File: src/rtl/uart_pkg.sv
// Shared UART constants: FSM state encoding and baud divisor helper.
// Used by both the TX path and the future RX block.
package uart_pkg;

  typedef enum logic [1:0] {
    IDLE  = 2'd0,
    START = 2'd1,
    DATA  = 2'd2,
    STOP  = 2'd3
  } uart_state_e;

  function automatic int unsigned clks_per_bit(
    input int unsigned clock_freq,
    input int unsigned baud_rate
  );
    return clock_freq / baud_rate;
  endfunction

endpackage

File: src/rtl/uart_baud_counter.sv
// Bit-period timer: counts 0..CLKS_PER_BIT-1 and flags the last cycle.
// Held at zero while clear is high so every frame starts phase-aligned.
module uart_baud_counter #(
  parameter int unsigned CLKS_PER_BIT = 10
) (
  input  logic clk,
  input  logic rst_n,
  input  logic clear,
  output logic bit_done
);

  localparam int unsigned CW = $clog2(CLKS_PER_BIT);
  localparam logic [CW-1:0] LAST = CW'(CLKS_PER_BIT - 1);

  logic [CW-1:0] cnt_q, cnt_d;

  assign bit_done = (cnt_q == LAST);

  always_comb begin
    cnt_d = cnt_q + 1'b1;
    if (clear || bit_done) begin
      cnt_d = '0;
    end
  end

  always_ff @(posedge clk) begin
    if (!rst_n) begin
      cnt_q <= '0;
    end else begin
      cnt_q <= cnt_d;
    end
  end

endmodule

File: src/rtl/fifo_uart_tx.sv
// UART 8N1 transmitter fed from a first-word-fall-through FIFO.
// Pops one word in IDLE and serialises it LSB first on serial_out.
module fifo_uart_tx
  import uart_pkg::*;
#(
  parameter int unsigned CLOCK_FREQ = 125_000_000,
  parameter int unsigned BAUD_RATE  = 115_200,
  parameter int unsigned DATA_WIDTH = 8
) (
  input  logic                  clk,
  input  logic                  rst_n,
  input  logic                  tx_en,
  input  logic [DATA_WIDTH-1:0] fifo_dout,
  input  logic                  fifo_empty,
  output logic                  fifo_rd_en,
  output logic                  serial_out,
  output logic                  busy
);

  localparam int unsigned CLKS_PER_BIT =
    clks_per_bit(CLOCK_FREQ, BAUD_RATE);
  localparam int unsigned BW = $clog2(DATA_WIDTH);
  localparam logic [BW-1:0] LAST_BIT = BW'(DATA_WIDTH - 1);

  uart_state_e           state_q, state_d;
  logic [DATA_WIDTH-1:0] shift_q, shift_d;
  logic [BW-1:0]         bit_q, bit_d;
  logic                  ser_q, ser_d;
  logic                  pop;
  logic                  bit_done;
  logic                  baud_clr;

  assign baud_clr = (state_q == IDLE);

  uart_baud_counter #(
    .CLKS_PER_BIT(CLKS_PER_BIT)
  ) u_baud (
    .clk      (clk),
    .rst_n    (rst_n),
    .clear    (baud_clr),
    .bit_done (bit_done)
  );

  always_comb begin
    state_d = state_q;
    shift_d = shift_q;
    bit_d   = bit_q;
    pop     = 1'b0;
    unique case (state_q)
      IDLE: begin
        if (tx_en && !fifo_empty) begin
          pop     = 1'b1;
          shift_d = fifo_dout;
          bit_d   = '0;
          state_d = START;
        end
      end
      START: begin
        if (bit_done) state_d = DATA;
      end
      DATA: begin
        if (bit_done) begin
          shift_d = shift_q >> 1;
          if (bit_q == LAST_BIT) begin
            bit_d   = '0;
            state_d = STOP;
          end else begin
            bit_d = bit_q + 1'b1;
          end
        end
      end
      STOP: begin
        if (bit_done) state_d = IDLE;
      end
      default: state_d = IDLE;
    endcase
  end

  // Line level follows the state being entered, so it is glitch-free.
  always_comb begin
    ser_d = 1'b1;
    unique case (state_d)
      START:   ser_d = 1'b0;
      DATA:    ser_d = shift_d[0];
      default: ser_d = 1'b1;
    endcase
  end

  assign fifo_rd_en = pop && rst_n;
  assign serial_out = ser_q;
  assign busy       = (state_q != IDLE);

  always_ff @(posedge clk) begin
    if (!rst_n) begin
      state_q <= IDLE;
      shift_q <= '0;
      bit_q   <= '0;
      ser_q   <= 1'b1;
    end else begin
      state_q <= state_d;
      shift_q <= shift_d;
      bit_q   <= bit_d;
      ser_q   <= ser_d;
    end
  end

endmodule

File: config.mk
export PLATFORM = sky130hd
export DESIGN_NAME = fifo_uart_tx
export DESIGN_NICKNAME = d
export VERILOG_FILES = /design/src/rtl/uart_pkg.sv /design/src/rtl/uart_baud_counter.sv /design/src/rtl/fifo_uart_tx.sv
export SDC_FILE = /design/constraint.sdc
export NUM_CORES = 1
export LEC_CHECK = 0
export CORE_UTILIZATION = 53
export DETAILED_ROUTE_END_ITERATION = 10
export GPL_TIMING_DRIVEN = 0
export PLACE_DENSITY = 0.74
export SLEW_MARGIN = 10
export SYNTH_ARGS = -nofsm -noshare
export SYNTH_HDL_FRONTEND = slang
export SYNTH_SLANG_ARGS = --single-unit
File: constraint.sdc
create_clock -name clk -period 2.3 [get_ports clk]
set_input_delay 0.575 -clock clk [delete_from_list [all_inputs] [get_ports clk]]
set_output_delay 0.575 -clock clk [all_outputs]
set_load 0.01 [all_outputs]
==> flow_summary_export.csv <==
group,metric,value,unit
sta,report.final.slew_viol_count,0,
drt,wirelength,2.246,mm
placed_design,place_area,1361,um2
sta,rsz0062_at_grt,"no",
min_path,hold_path_class,"reg2reg",
finish,mostFrequentLayoutCells,"dfxtp_1 (25), nand2_1 (13), nor2_1 (11)",
finish,fin_nets,164,
drt,drtPass1Iterations,4,
setup_path,crit_path_max_fanout,2,
sta,worstMarginPinSlew,456.0,ps
floorplanning,dieArea,2433,um2
floorplanning,fp.dieW,49.33,um
power,swShare,0.2383,
logic_synthesis,yosys.area.top_type,"dfxtp_1",
logic_synthesis,synth_nets,143,
run,maxCapViolCount,0,
sta,maxSlewHeadroom,0.6960,
finish,fin_area,1416,um2
sta,finalHoldViolCount,0,
power,intPower,0.5541,mW
global_routing,gr-usage-met1,0.2697,
setup_path,worstSetupStartpointType,"input pin",
logic_synthesis,syn_area,1187,um2
drt,final_antenna_net_count,0,
logic_synthesis,synth_area_leaders,"dfxtp_1 (42%), xor2_1 (4.4%), ha_1 (4.2%)",
run_status,status,"finished clean",
placed_design,dp_cells,168,
setup_path,endpoint_kind,"primary output",
finish,final_common_cell,"dfxtp_1",
sta,setup_slack,118.0,ps
global_routing,grt_pass1_vias,888,
finish,diodes,0,
finish,drive_above_1_share,0.1156,
logic_synthesis,synth_cells,127,
power,switchingPower,0.1734,mW
placed_design,globalplace.congestion,0.7979,
power,power_density,513.6,nW/um2
global_routing,grt_usage,0.2073,
drt,drc,0,
clock_network,ctsLongestPathBuffers,2,
drt,drt_iter0_markers,22,
sta,fin_worst_skew,1.926,ps
global_routing,grt_use_met2,0.3539,
floorplanning,num_io_pins,15,
sta,fin_crit_sh,0.9487,
setup_path,cpMaxStageDelayCell,"nor4b_4",
global_routing,grt_max_degree,15,
setup_path,path_cells,"dlygate4sd2_1, nor4b_4, clkbuf_8, and2_1, buf_2",
setup_path,cp.required,1730,ps
finish,layout.cells.non_filler,174,
sta,finalSetupTns,0,ps
clock_network,cts_tree,"yes",
power,p_leak,0.5362,nW
clock_network,clk_latency,310,ps
clock_network,clockRootBuffer,"clkbuf_4",
setup_path,cp_data_arrival_time,1610,ps
setup_path,crit_start,"fifo_empty",
finish,multi_input_area,641.9,um2
drt,wl_per_cell,12.91,um
setup_path,timing.critical_path.buf_inv,3,
setup_path,reg2reg_from,"u_baud.cnt_q[0]$_SDFF_PP0_",
global_routing,overflow,0,
logic_synthesis,yosysSeqAreaShare,0.4215,
power,pwr-share-seq,0.619,
global_routing,grt_antenna_before_repair,0,
placed_design,io_buffer_count,14,
min_path,worstHoldStart,"shift_q[4]$_SDFFE_PN0P_",
floorplanning,rows,16,
power,vdd_ir_drop_max,0.0006680,V
setup_path,critPathMaxStageDelay,330,ps
finish,regArea,500.5,um2
finish,area_delta_synth_final,19.28,%
drt,routed_via_density,5.402,
drt,vias,940,
global_routing,groute.layer.met3.usage,0.03738,
logic_synthesis,yosysWarningCount,0,
finish,n_fill_cell,177,
power,pwr-share-comb,0.108,
clock_network,path_clk_slew,140,ps
sta,setup_viol,0,
logic_synthesis,syn_area_per_cell,9.350,um2
clock_network,cts_buffers,3,
clock_network,cts_sinks,25,
sta,finalCriticalPeriod,2182,ps
power,pwr-share-clk,0.273,
clock_network,htree_levels,1,
global_routing,grt.busiest_layer,"met2",
finish,final_util,0.6936,
logic_synthesis,synth-seq-cells,25,
sta,fmax,0.4583,GHz
placed_design,dp_slack,-855.8,ps
setup_path,cp_top_family,"buffers and inverters",
floorplanning,initial_core_util,0.5815,
floorplanning,fp.dieH,49.33,um
logic_synthesis,synthDistinctLibCells,35,
setup_path,critical_path_class,"in2out",
logic_synthesis,synth_top_cell_area_share,0.4215,
floorplanning,core_area,2042,um2
global_routing,grt_pass1_wl,3.829,mm
registers in the layout (all words and copies together), names as in the netlist:
register,count
serial_out,1
shift_q,8
bit_q,3
u_baud.cnt_q,11
state_q,2
cell type report:
type                    count  area share
multi-input cells          94      0.4532
flip-flops and latches     25      0.3534
repair buffers             16      0.1087
plain buffers               5     0.03357
well taps                  27     0.02385
clock buffers               3     0.01590
inverters                   3    0.007951
clock inverters             1    0.003534
layer usage:
metal	wire (um)	share of wire	vias up
met5	0	0	-
met4	12	0.0053	0
met3	58	0.026	2
met2	1050	0.47	12
met1	1124	0.50	435
li1	-	-	491
synth_stat cells:
library cell  instances
a21boi_0              4
a21boi_1              6
a21oi_1               4
a22o_1                1
a22oi_1               6
a311oi_1              1
a31oi_1               1
and2_1                2
and2b_4               1
and3_1                3
and3b_1               1
and4_4                1
buf_4                 1
buf_8                 1
clkbuf_1              3
dfxtp_1              25
ha_1                  4
inv_1                 3
mux2i_1               1
nand2_1              13
nand3_1               8
nand4_1               1
nor2_1               11
nor2_4                1
nor2b_1               3
nor4b_4               2
o211ai_1              2
o21ai_0               3
o21bai_1              1
or2_2                 1
or3_1                 3
or3b_1                1
or4b_1                1
xnor2_1               1
xor2_1                6
power by group through the flow:
| stage | Combinational, mW | Sequential [mW] | Clock, mW |
|---|---|---|---|
| 2_1_floorplan | 0.0380 | 0.459 | 0 |
| 3_3_place_gp | 0.0718 | 0.459 | 0 |
| 3_5_place_dp | 0.0736 | 0.460 | 0 |
| 4_1_cts | 0.0786 | 0.450 | 0.196 |
| 5_1_grt | 0.0860 | 0.452 | 0.218 |
| 6_report | 0.0785 | 0.451 | 0.198 |
tightest hold or removal path: cells and delay by family, from the launching register on:
family           cells  cell delay [ps]
flip-flops           1              330
AO/OA/AOI/OAI        1               50
AND/OR/NAND/NOR      1               50
metrics by stage:
stage / power, mW / hold slack [ps]
after CTS: 0.7246 / 463.8
after global placement: 0.5312 / 440.6
after global routing: 0.7558 / 504.1
final: 0.7275 / 466.4
after detailed placement: 0.5335 / 446.3
after floorplan: 0.4971 / 434.7
cells by family after synthesis:
family	synth area share
muxes	0.008430
xor gates and xnor gates	0.05163
AOI/OAI and AO/OA	0.1696
and+or+nand+nor	0.2687
DFF	0.4215
adders and majority gates	0.04215
buffers and inverters	0.03793
final timing paths:
| kind | end | slack, ps | cells after the start |
|---|---|---|---|
| min reg2reg | shift_q[4]$_SDFFE_PN0P_ | 470 | 2 |
| max reg2reg | bit_q[0]$_SDFFE_PN0P_ | 420 | 8 |
| min | shift_q[4]$_SDFFE_PN0P_ | 470 | 2 |
| max | fifo_rd_en | 120 | 5 |
repair_timing:
| item | CTS | global route |
|---|---|---|
| setup buffers | 2 | 0 |
| hold buffers | 0 | 0 |
| setup endpoints to repair | 1 | 1 |
| resized for setup | 9 | 4 |
| pin swaps | 1 | 0 |
No activity file was read; power rests on OpenSTA's default activity.
